### config.mk
export PLATFORM = sky130hd
export DESIGN_NAME = pipe_ctrl
export DESIGN_NICKNAME = d
export VERILOG_FILES = /design/src/rtl/pipe_ctrl.sv
export SDC_FILE = /design/constraint.sdc
export NUM_CORES = 1
export LEC_CHECK = 0
export ABC_CLOCK_PERIOD_IN_PS = 2800
export CELL_PAD_IN_SITES_DETAIL_PLACEMENT = 0
export CELL_PAD_IN_SITES_GLOBAL_PLACEMENT = 1
export CORE_MARGIN = 2
export CORE_UTILIZATION = 40
export DETAILED_ROUTE_END_ITERATION = 8
export DONT_BUFFER_PORTS = 1
export HOLD_SLACK_MARGIN = 0.15
export PLACE_DENSITY = 0.74
export SYNTH_ARGS = -nofsm -noshare
export SYNTH_HDL_FRONTEND = slang
export SYNTH_SLANG_ARGS = --single-unit
### constraint.sdc
create_clock -name clk_in -period 2.8 [get_ports clk_in]
set_input_delay 0.28 -clock clk_in [delete_from_list [all_inputs] [get_ports clk_in]]
set_output_delay 0.28 -clock clk_in [all_outputs]
set_load 0.01 [all_outputs]
### src/rtl/pipe_ctrl.sv
// pipe_ctrl: central stall / flush / redirect controller for a five-stage pipeline.
// Arbitrates data-bus stalls, taken jumps, load-use hazards and fetch stalls.
// Jumps that resolve while the bus is busy are parked and replayed afterwards.
// A bus watchdog sets a sticky timeout flag, and two free-running counters
// record how many cycles were spent stalling and redirecting.
module pipe_ctrl #(
  parameter int TIMEOUT_CYCLES = 255
) (
  input  logic        clk_in,
  input  logic        reset_n_in,
  input  logic        if_stallreq_in,
  input  logic        id_stallreq_in,
  input  logic        mem_stallreq_in,
  input  logic        exe_jump_in,
  input  logic [31:0] exe_jump_addr_in,
  output logic [4:0]  stall_out,
  output logic [1:0]  flush_out,
  output logic        jump_out,
  output logic [31:0] jump_addr_out,
  output logic        bus_timeout_out,
  output logic [31:0] stall_cnt_out,
  output logic [31:0] jump_cnt_out
);

  typedef enum logic [1:0] {
    RUN       = 2'd0,
    MEM_WAIT  = 2'd1,
    JUMP_PEND = 2'd2,
    FLUSH2    = 2'd3
  } state_t;

  localparam logic [7:0] TIMEOUT_LIM = 8'(TIMEOUT_CYCLES);

  state_t      state_reg, state_next;
  logic        pend_reg, pend_next;
  logic [31:0] pend_addr_reg, pend_addr_next;
  logic        owe_reg, owe_next;
  logic [7:0]  wait_cnt_reg, wait_cnt_next;
  logic        timeout_reg, timeout_next;
  logic [31:0] stall_cnt_reg, stall_cnt_next;
  logic [31:0] jump_cnt_reg, jump_cnt_next;

  logic mem_act;
  logic issue_pend;
  logic issue_live;
  logic flush_owed;

  // Qualify requests once so output decode and next-state logic agree.
  // A jump arriving in JUMP_PEND is not issued: the parked target goes first.
  always_comb begin
    mem_act    = mem_stallreq_in & ~timeout_reg;
    issue_pend = (state_reg == JUMP_PEND);
    issue_live = exe_jump_in & (state_reg != JUMP_PEND);
    flush_owed = (state_reg == FLUSH2) | owe_reg;
  end

  // Output decode in priority order. All outputs are forced quiet while reset is held.
  always_comb begin
    stall_out     = 5'b00000;
    flush_out     = 2'b00;
    jump_out      = 1'b0;
    jump_addr_out = 32'd0;
    if (!reset_n_in) begin
      stall_out = 5'b00000;
    end else if (mem_act) begin
      stall_out = 5'b01111;
    end else if (issue_pend) begin
      jump_out      = 1'b1;
      jump_addr_out = pend_addr_reg;
      flush_out     = 2'b11;
    end else if (issue_live) begin
      jump_out      = 1'b1;
      jump_addr_out = exe_jump_addr_in;
      flush_out     = 2'b11;
    end else if (flush_owed) begin
      // Second bubble cycle of a redirect: ignore fetch and decode stall requests.
      flush_out = 2'b11;
    end else if (id_stallreq_in) begin
      stall_out = 5'b00011;
      flush_out = 2'b10;
    end else if (if_stallreq_in) begin
      stall_out = 5'b00001;
      flush_out = 2'b01;
    end
  end

  // Next-state logic and bookkeeping: pending jump, owed flush, bus watchdog, counters.
  always_comb begin
    state_next     = state_reg;
    pend_next      = pend_reg;
    pend_addr_next = pend_addr_reg;
    owe_next       = owe_reg;
    wait_cnt_next  = wait_cnt_reg;
    timeout_next   = timeout_reg;
    if (mem_act) begin
      state_next    = MEM_WAIT;
      wait_cnt_next = wait_cnt_reg + 8'd1;
      if ((wait_cnt_reg + 8'd1) == TIMEOUT_LIM) begin
        timeout_next = 1'b1;
      end
      // Park the newest jump target. A later pulse overwrites an earlier one.
      if (exe_jump_in) begin
        pend_next      = 1'b1;
        pend_addr_next = exe_jump_addr_in;
      end
      // A stall that interrupts the second bubble cycle still owes that bubble.
      if (state_reg == FLUSH2) begin
        owe_next = 1'b1;
      end
    end else begin
      wait_cnt_next = 8'd0;
      // An owed bubble is served this cycle, either on its own or by a redirect.
      owe_next      = 1'b0;
      if (issue_pend || issue_live) begin
        state_next = FLUSH2;
        pend_next  = 1'b0;
      end else if ((state_reg == MEM_WAIT) && pend_reg) begin
        state_next = JUMP_PEND;
      end else begin
        state_next = RUN;
      end
    end
    stall_cnt_next = stall_cnt_reg + {31'd0, |stall_out};
    jump_cnt_next  = jump_cnt_reg + {31'd0, jump_out};
  end

  // State and counter registers with asynchronous active-low clear.
  always_ff @(posedge clk_in or negedge reset_n_in) begin
    if (!reset_n_in) begin
      state_reg     <= RUN;
      pend_reg      <= 1'b0;
      pend_addr_reg <= 32'd0;
      owe_reg       <= 1'b0;
      wait_cnt_reg  <= 8'd0;
      timeout_reg   <= 1'b0;
      stall_cnt_reg <= 32'd0;
      jump_cnt_reg  <= 32'd0;
    end else begin
      state_reg     <= state_next;
      pend_reg      <= pend_next;
      pend_addr_reg <= pend_addr_next;
      owe_reg       <= owe_next;
      wait_cnt_reg  <= wait_cnt_next;
      timeout_reg   <= timeout_next;
      stall_cnt_reg <= stall_cnt_next;
      jump_cnt_reg  <= jump_cnt_next;
    end
  end

  assign bus_timeout_out = timeout_reg;
  assign stall_cnt_out   = stall_cnt_reg;
  assign jump_cnt_out    = jump_cnt_reg;

endmodule

==> results.md <==
* Share of cells above drive strength 1 at between 10 and 15%
* Stages on worst setup path at 10
* Vias in the first global route at roughly 3700
* Worst vdd ir at ~0.00039 V
* DR iter-0 viols at ~300
* Max clock buf depth at 2
* Die Ht at 118 µm
* Post-synth EDFFs at 0
* Area Growth Syn to Fin at 16.7%
* Power Total at 0.00346 W
* Post-CTS setup buffers at 0
* CTS H-tree depth at 3
* Synth cell count leaders: 109 x dfrtp_1, 63 x nand3_1, 52 x nand2_1
* Synth top area share at 52.6%
* Avg Inst Size Synth at between 10 and 15 µm²
* Worst Reg-to-Reg Cells at 10
* RSZ-0062 raised after global routing: no
* Flops & latches, synth at about 110
* Worst-path clk slew at roughly 0.07 ns
* CP peak stage delay at a little over 0.4 ns
* Outcome: complete, but fails checks
* Max-Slew Margin vs Limit at slightly above 60%
* Post-synthesis sequential area ratio at between 50% and 60%
* Wire per inst at 17.0 µm
* F_max at roughly 400 MHz
* Grt ovf at 0
* Antenna Nets Post-Route at 0
* First-pass GRT wire length at around 19 mm
* CP max-delay cell: dfrtp_1
* WP buf/inv at 0
* Initial antenna violation count at 0
* HP Class: input port to asynchronous set/reset pin
* Clock power share at 40.2%
* Failing checks: hold timing
* Root buf cell: clkbuf_16
* Vias post-DR at about 3800
* Post-DP HPWL at slightly below 8 mm
* Initial Util at approximately two fifths
* Core area at approximately 13000 µm²
* Min cycle time layout at between 2 and 2.5 ns
* Kind of critical path: register to register
* Required @ worst endpoint at ~3.0 ns
* Met1 Use GR at 22.1%
* N_diodes at 0
* Die Width at ~120 µm
* Critical-path cell list: nor3_1 > a21oi_1 > nor2b_1 > a31o_2 > ha_1 > ha_1 > and4_1 > and4_1 > nand4_1 > xnor2_1
* Psw at about 0.00086 W
* Mapped cell area at approximately 5200 µm²
* Fin. Hold Viols at approximately 110
* RePlAce Congestion at approximately 0.77
* CTS Buf Count at 9
* Ys flop type: dfrtp_1
* Internal Pwr Total at approximately 0.0026 W
* Die area at between 10000 and 15000 µm²
* Grt peak-use layer: met2
* Hold_buf cts at 33
* DRC errors left at 0
* Lkg Pwr at 2.64 nW
* Setup crit start kind: register
* Fill cell count at approximately 1200
* Total GRT Usage at 17.3%
* PortBufs at 0
* Max-cap violations at 0
* Final setup viols at 0
* Hold_ws at -0.375 ns
* CTS Sinks at between 100 and 150
* Pins Over Slew Limit at 0
* Row count at ~40
* Critical Path AT at 2.72 ns
* Warning count from the yosys run at 0
* Drt via density at 5.39
* CTS tree: done
* Cells after Synth at between 400 and 500
* Critical Path End Type: register
* Top Ports at 143
* Drt first pass iters at 4
* Clk Latency, worst-skew pair at 0.34 ns
* Reg-to-reg critical path startpoint: state_reg[1]
* CP delay by family, top: simple AND/OR/NAND/NOR gates
* Largest net degree at the start of global routing at 115
* Synth top area cells: dfrtp_1 53%, xnor2_1 8.4%, nand3_1 6.1%
* Combinational power share at about 7.0%
* Post-cts resize count at 0
* Yosys top cell by area: dfrtp_1
* Met3 Use GR at under 10%
* Switching part of the total at 24.7%
* Crit path from: state_reg[1]
* Crit Path Max Fanout at 7
* Period utilisation layout at between 80% and 90%
* Syn_nets at approximately 540
* Sequential power share at 52.8%
* Setup Skew at 0.00525 ns
* WL final at roughly 12 mm
* Worst-Margin Slew at between 0.5 and 0.6 ns
* Async SR Flop Fraction at 100%
* Setup TNS Final at 0 ns
* Yosys cell types at 38
* Final nets at 571
* Pwr/cell area at approximately 570 nW/µm²
* Met2 GRT Util at between 20 and 30%
* Most frequent cell after synthesis: dfrtp_1
path summary, 6_finish.rpt:
check / end / slack [ns]
max: stall_cnt_out[22] / 0.31
min: jump_cnt_out[29] / -0.38
max reg2reg: stall_cnt_out[22] / 0.31
min reg2reg: pend_addr_reg[16] / 0.50
max in group asynchronous: pend_addr_reg[29] / 3.03
min in group clk_in: stall_cnt_out[0] / 0.23
cells in the final DEF (no fill, tap or decap), types with 5 or more instances in the layout:
| master | n |
|---|---|
| buf_4 | 12 |
| nand2_1 | 52 |
| ha_1 | 6 |
| nand4_1 | 22 |
| dfrtp_1 | 109 |
| and2_1 | 7 |
| nor3_1 | 7 |
| xnor2_1 | 50 |
| clkbuf_16 | 9 |
| mux2_2 | 28 |
| and3_1 | 6 |
| dlygate4sd3_1 | 33 |
| nand3_1 | 63 |
| a21oi_1 | 37 |
| inv_1 | 10 |
| and4_1 | 5 |
| xor2_1 | 15 |
| nor2_1 | 18 |
| nor4_1 | 8 |
power groups by stage:
stage | Combinational [W] | Clock, W | Sequential [W]
global placement | 0.000196 | 0 | 0.00186
CTS | 0.000242 | 0.00144 | 0.00183
floorplan | 0.000172 | 0 | 0.00182
detailed placement | 0.000205 | 0 | 0.00186
global route | 0.000271 | 0.00149 | 0.00185
finish | 0.000241 | 0.00139 | 0.00183
routing by layer:
| layer | vias to the layer above | share of wire, % |
|---|---|---|
| met2 | 122 | 49 |
| met4 | 0 | 1.9 |
| met1 | 1870 | 42 |
| met5 | - | 0 |
| met3 | 19 | 6.5 |
| li1 | 1785 | - |
through the flow:
stage          instance area (µm²)  hold slack (ns)  instances  setup WS, ns  util, %
2_1_floorplan                 5190          -0.0156        498        0.0548        -
3_3_place_gp                  5390          -0.0136        655         0.304     42.7
6_report                      6050           -0.375        704         0.305     48.0
4_1_cts                       6050           -0.391        704         0.276     48.0
3_5_place_dp                  5390          -0.0138        655         0.287     42.7
5_1_grt                       6050           -0.396        704        0.0723     48.0
cell type report:
class	instances	area [µm²]	share of cell area (%)
clock inverter	6	92.6	1.53
multi-input combinational	352	2320	38.4
tap	172	215	3.55
inverter	10	37.5	0.620
timing repair buffer	45	420	6.94
sequential	109	2730	45.1
clock buffer	10	239	3.95
cell families after synthesis:
| family | after synthesis | synth area share, % |
|---|---|---|
| buffers and inverters | 37 | 2.82 |
| xor gates and xnor gates | 65 | 11.0 |
| DFF | 109 | 52.6 |
| adders and majority gates | 6 | 1.45 |
| and+or+nand+nor | 202 | 20.2 |
| muxes | 32 | 6.95 |
| other | 1 | 0.0723 |
| AOI/OAI and AO/OA | 46 | 4.99 |
No activity file was read; power rests on OpenSTA's default activity.
